===== src/rtl/dual_issue_fetch_queue_pkg.sv =====
// Shared types and constants for the dual-issue fetch queue.
package dual_issue_fetch_queue_pkg;

  typedef logic [31:0] instruction_s;

  localparam int unsigned pc_width_c = 22;

  typedef struct packed {
    instruction_s            instr;
    logic [pc_width_c-1:0]   pc;
  } fetch_entry_s;

  // addi x0, x0, 0: decodes with no rd/fp/branch side effects
  localparam instruction_s vanilla_nop_c = 32'h0000_0013;

endpackage


===== src/rtl/dual_issue_fetch_queue_mem.sv =====
// Register file for the fetch queue: one write port, two asynchronous read ports.
module dual_issue_fetch_queue_mem #(
  parameter int unsigned Depth = 8,
  parameter int unsigned Width = 54
) (
  input  logic                     clk_i,
  input  logic                     we_i,
  input  logic [$clog2(Depth)-1:0] waddr_i,
  input  logic [Width-1:0]         wdata_i,
  input  logic [$clog2(Depth)-1:0] raddr0_i,
  input  logic [$clog2(Depth)-1:0] raddr1_i,
  output logic [Width-1:0]         rdata0_o,
  output logic [Width-1:0]         rdata1_o
);

  logic [Width-1:0] r_mem [Depth];

  always_ff @(posedge clk_i) begin
    if (we_i) begin
      r_mem[waddr_i] <= wdata_i;
    end
  end

  assign rdata0_o = r_mem[raddr0_i];
  assign rdata1_o = r_mem[raddr1_i];

endmodule


===== src/rtl/dual_issue_fetch_queue.sv =====
// Fetch buffer feeding the dual-issue decoder; presents the two oldest entries as a pair.
// Optional same-cycle bypass of an empty queue: define DUAL_ISSUE_FETCH_QUEUE_BYPASS_EN.
module dual_issue_fetch_queue
  import dual_issue_fetch_queue_pkg::*;
#(
  parameter int unsigned els_p      = 8,
  parameter int unsigned pc_width_p = 22
) (
  input  logic                             clk_i,
  input  logic                             reset_i,
  input  logic                             v_i,
  input  instruction_s                     instr_i,
  input  logic [pc_width_p-1:0]            pc_i,
  output logic                             ready_o,
  input  logic                             flush_i,
  output instruction_s [1:0]               instr_o,
  output logic [1:0][pc_width_p-1:0]       pc_o,
  output logic [1:0]                       v_o,
  input  logic [1:0]                       deq_cnt_i,
  output logic [$clog2(els_p+1)-1:0]       count_o
);

  localparam int unsigned PtrW   = $clog2(els_p);
  localparam int unsigned CntW   = $clog2(els_p + 1);
  localparam int unsigned EntryW = 32 + pc_width_p;
  localparam logic [CntW-1:0] Full = CntW'(els_p);

  logic [PtrW-1:0]       r_rd_ptr, r_wr_ptr;
  logic [CntW-1:0]       r_count;
  logic [EntryW-1:0]     w_rd0, w_rd1;
  logic [pc_width_p-1:0] w_pc0, w_pc1, w_pc0_next;
  logic                  w_push, w_we, w_v0, w_v1, w_bypass;
  logic [1:0]            w_avail, w_deq, w_deq_mem;

  dual_issue_fetch_queue_mem #(
    .Depth (els_p),
    .Width (EntryW)
  ) u_mem (
    .clk_i    (clk_i),
    .we_i     (w_we),
    .waddr_i  (r_wr_ptr),
    .wdata_i  ({instr_i, pc_i}),
    .raddr0_i (r_rd_ptr),
    .raddr1_i (r_rd_ptr + PtrW'(1)),
    .rdata0_o (w_rd0),
    .rdata1_o (w_rd1)
  );

  assign w_pc0      = w_rd0[pc_width_p-1:0];
  assign w_pc1      = w_rd1[pc_width_p-1:0];
  assign w_pc0_next = w_pc0 + pc_width_p'(1);

  always_comb begin
    ready_o = (r_count < Full);
    w_push  = v_i & ready_o;
    w_v0    = (r_count != '0);
    w_v1    = (r_count >= CntW'(2)) && (w_pc1 == w_pc0_next);
`ifdef DUAL_ISSUE_FETCH_QUEUE_BYPASS_EN
    w_bypass = w_push & (r_count == '0) & ~flush_i & ~reset_i;
`else
    w_bypass = 1'b0;
`endif
    v_o     = w_bypass ? 2'b01 : {w_v1, w_v0};
    w_avail = {1'b0, v_o[0]} + {1'b0, v_o[1]};
    w_deq   = (deq_cnt_i > w_avail) ? w_avail : deq_cnt_i;
    // A bypassed word retired in its arrival cycle never touches storage
    w_we      = w_push & ~flush_i & ~(w_bypass & (w_deq != 2'd0));
    w_deq_mem = w_bypass ? 2'd0 : w_deq;

    instr_o[0] = vanilla_nop_c;
    instr_o[1] = vanilla_nop_c;
    pc_o[0]    = '0;
    pc_o[1]    = '0;
    if (w_bypass) begin
      instr_o[0] = instr_i;
      pc_o[0]    = pc_i;
    end else begin
      if (v_o[0]) begin
        instr_o[0] = w_rd0[EntryW-1:pc_width_p];
        pc_o[0]    = w_pc0;
      end
      if (v_o[1]) begin
        instr_o[1] = w_rd1[EntryW-1:pc_width_p];
        pc_o[1]    = w_pc1;
      end
    end
  end

  always_ff @(posedge clk_i) begin
    if (reset_i || flush_i) begin
      r_rd_ptr <= '0;
      r_wr_ptr <= '0;
      r_count  <= '0;
    end else begin
      r_rd_ptr <= r_rd_ptr + PtrW'(w_deq_mem);
      r_wr_ptr <= r_wr_ptr + PtrW'(w_we);
      r_count  <= r_count + CntW'(w_we) - CntW'(w_deq_mem);
    end
  end

  always_ff @(posedge clk_i) begin
    if (!reset_i && !flush_i) begin
      assert (deq_cnt_i <= w_avail)
        else $error("deq_cnt_i %0d exceeds valid slots %0d", deq_cnt_i, w_avail);
    end
  end

  assign count_o = r_count;

endmodule


===== config.mk =====
export PLATFORM = sky130hd
export DESIGN_NAME = dual_issue_fetch_queue
export DESIGN_NICKNAME = d
export VERILOG_FILES = /design/src/rtl/dual_issue_fetch_queue_pkg.sv /design/src/rtl/dual_issue_fetch_queue_mem.sv /design/src/rtl/dual_issue_fetch_queue.sv
export SDC_FILE = /design/constraint.sdc
export NUM_CORES = 1
export LEC_CHECK = 0
export CAP_MARGIN = 20
export CORE_MARGIN = 2
export CORE_UTILIZATION = 40
export DETAILED_ROUTE_END_ITERATION = 10
export GPL_TIMING_DRIVEN = 0
export PLACE_DENSITY = 0.69
export SYNTH_ARGS = -nofsm -noshare
export SYNTH_HDL_FRONTEND = slang
export SYNTH_HIERARCHICAL = 1
export SYNTH_SLANG_ARGS = --single-unit
export TNS_END_PERCENT = 10

===== constraint.sdc =====
create_clock -name clk_i -period 7.5 [get_ports clk_i]
set_input_delay 0.75 -clock clk_i [delete_from_list [all_inputs] [get_ports clk_i]]
set_output_delay 0.75 -clock clk_i [all_outputs]
set_load 0.03 [all_outputs]

==> impl_metrics.json <==
{
  "worst_slew_pin_slew_ns": 0.959,
  "clkPwrFrac": 0.276,
  "remaining_drc_errors": 0,
  "io_pins": 175,
  "leakage_nw": 8.04,
  "overflow": 0,
  "yosysUniqueCellTypes": 55,
  "rows": 85,
  "crit_required_ns": 6.75,
  "drv_slew": 0,
  "cts.sinks": 442,
  "min_path_type": "register to register",
  "cap_violations": 0,
  "rsz0062_at_grt": "true",
  "dr_total_vias": 13078,
  "p_total_mw": 7.83,
  "antenna_found_initial": 6,
  "initial_core_util": 0.405,
  "synth_cells": 1197,
  "die_area_sq_um": 56600,
  "syn_nets": 1274,
  "outcome": "finished clean",
  "startpoint_type": "register",
  "power_frac_comb": 0.370,
  "htree_num_levels": 2,
  "hold_slack_ns": 0.555,
  "grt_util_all_layers": 0.207,
  "p_sw_frac": 0.329,
  "endpoint_kind": "output pin",
  "clk_pin_slew_ns": 0.06,
  "antenna_left": 0,
  "power_frac_seq": 0.355,
  "synth_seq_cells": 442,
  "cts_root_buf": "clkbuf_16",
  "wl_um": 58400,
  "drive_gt1_frac": 0.315,
  "cts_tree": "done",
  "insertion_delay_ns": 0.57,
  "synth_seq_area_share": 0.601,
  "finalHoldViolations": 0,
  "io_buffers": 174,
  "numCtsBuffers": 46,
  "wl_per_cell_um": 26.8,
  "grt_pass1_vias": 13700,
  "synth_edf_count": 432,
  "cellInternalPower_mw": 5.25,
  "syn2layout_area_growth_pct": 20.5,
  "clk_path_buf_depth": 3,
  "first_pass_iters": 5,
  "place_congestion": 0.908,
  "cts.repair.resized": 0,
  "drt-initial-drc-count": 1372,
  "drt-vias-per-instance": 6.00,
  "fin_tns_setup_ns": 0,
  "fmax_mhz": 137,
  "slew_headroom": 0.361,
  "netSwitchingPower_mw": 2.58,
  "cp_max_fo": 10,
  "final.period_utilization": 0.975,
  "synth.cell_area_sq_um": 21900,
  "grt_pass1_wl_um": 86900,
  "fin_crit_ns": 7.31,
  "clock_skew_ns": 0.0132,
  "p_per_area_nw_per_um2": 297,
  "utilization": 0.489,
  "core_sq_um": 54000,
  "syn_avg_cell_area_sq_um": 18.3,
  "die_h_um": 238,
  "path_class": "register to output pin",
  "ys_warn_count": 6,
  "grt_start_max_net_pins": 24,
  "ys.flop_type": "edfxtp_1",
  "cp.arrival_ns": 6.56,
  "fin_nets": 1526,
  "die_w_um": 238,
  "dp_hpwl_um": 40500,
  "setup_viol": 0,
  "fillerInstances": 4461,
  "synthArstFlopShare": 0,
  "ir_drop_mv": 0.190
}
## layout by cell type (no fill, tap or decap), types with 8 or more instances in the layout
master / Yosys / routed
buf_6: 2 / 14
inv_1: 19 / 19
nand2_1: 9 / 9
dfxtp_1: 10 / 10
buf_2: 25 / 25
clkbuf_16: 0 / 47
a21oi_1: 9 / 9
mux4_2: 216 / 216
nand3_1: 60 / 60
clkdlybuf4s50_1: 0 / 174
clkbuf_1: 56 / 69
edfxtp_1: 432 / 432
mux2_2: 109 / 109
buf_4: 2 / 8
buf_12: 2 / 14
xor2_1: 15 / 15
nand2b_1: 9 / 9
nor3_1: 54 / 52
xnor2_1: 16 / 16
ha_1: 15 / 15
nor2_1: 20 / 14
nor2b_1: 49 / 49
## logic make-up after synthesis
group | Yosys count | synth area share
flip-flops | 442 | 0.601
multiplexers | 329 | 0.280
AND/OR/NAND/NOR | 239 | 0.0619
buffers and inverters | 111 | 0.0250
XOR/XNOR | 31 | 0.0124
AO/OA/AOI/OAI | 28 | 0.00897
adder cells (fa/ha/maj) | 17 | 0.0104
## cell usage after synthesis (6+ instances only)
library cell,n,area [sq um]
clkbuf_1,56,210
nor4_1,6,37.5
nor3_1,54,270
edfxtp_1,432,13000
a21oi_1,9,45.0
ha_1,15,188
nand2_1,9,33.8
mux4_2,216,4860
and2_1,6,37.5
buf_2,25,125
xor2_1,15,131
dfxtp_1,10,200
nor2_1,20,75.1
nand3_1,60,300
mux2_2,109,1230
nand2b_1,9,56.3
inv_1,19,71.3
nor2b_1,49,307
xnor2_1,16,140
## final timing paths
kind | startpoint | end | slack (ns) | cells past startpoint
setup / recovery | r_rd_ptr[0] | instr_o[37] | 0.19 | 15
hold / removal | r_wr_ptr[2] | r_wr_ptr[2] | 0.56 | 2
setup reg to reg | r_rd_ptr[1] | count_o[2] | 0.53 | 23
hold reg to reg | r_wr_ptr[2] | r_wr_ptr[2] | 0.56 | 2
## sequential cells by signal, indices dropped and copies added (netlist names)
register,count
r_rd_ptr,3
count_o,4
r_wr_ptr,3
u_mem/r_mem,432
## routing by layer
metal	wire (um)	vias up	GRT usage
li1	-	5498	-
met1	23500	6852	0.283
met2	28800	627	0.346
met3	4920	91	0.0386
met4	1070	10	0.0509
met5	66	-	0
## critical path, stage by stage (launching register included)
cell	delay (ns)
dfxtp_1	0.47
ha_1	0.21
xor2_1	0.14
buf_2	0.29
clkbuf_1	0.66
mux4_2	0.42
mux2_2	0.34
xnor2_1	0.39
xnor2_1	0.11
o2111a_1	0.26
nor4_2	0.56
buf_4	0.29
clkbuf_1	0.40
nand3_1	0.13
nor3_1	0.51
clkdlybuf4s50_1	0.80
## power by group through the flow
stage               Combinational (mW)  Sequential (mW)  Clock (mW)
floorplan                         1.87             2.85           0
global placement                  2.85             2.84           0
finish                            2.89             2.78        2.16
detailed placement                2.90             2.83           0
CTS                               2.92             2.78        2.20
global route                      3.09             2.78        2.29
## layout make-up
type	instances	area, sq um	share of cell area
sequential	442	13200	0.499
antenna	1	2.50	0.0000948
multi-input combinational	644	8240	0.312
buffer	91	473	0.0179
tap	696	871	0.0330
inverter	19	71.3	0.00270
timing repair buffer	205	2180	0.0825
clock inverter	16	128	0.00483
clock buffer	64	1270	0.0481
## metrics by stage
step	std cells	area [sq um]	setup slack (ns)
CTS	2174	26400	0.112
floorplan	1197	21900	2.15
finish	2178	26400	0.187
detailed placement	2094	25000	0.128
global route	2177	26400	-0.0219
global placement	2067	24500	-2.35
## timing repair
item	in CTS	in global routing
hold buffers	0	0
buffers inserted	0	4
setup endpoints to repair	0	5
Power figures use the tool's default switching activity.
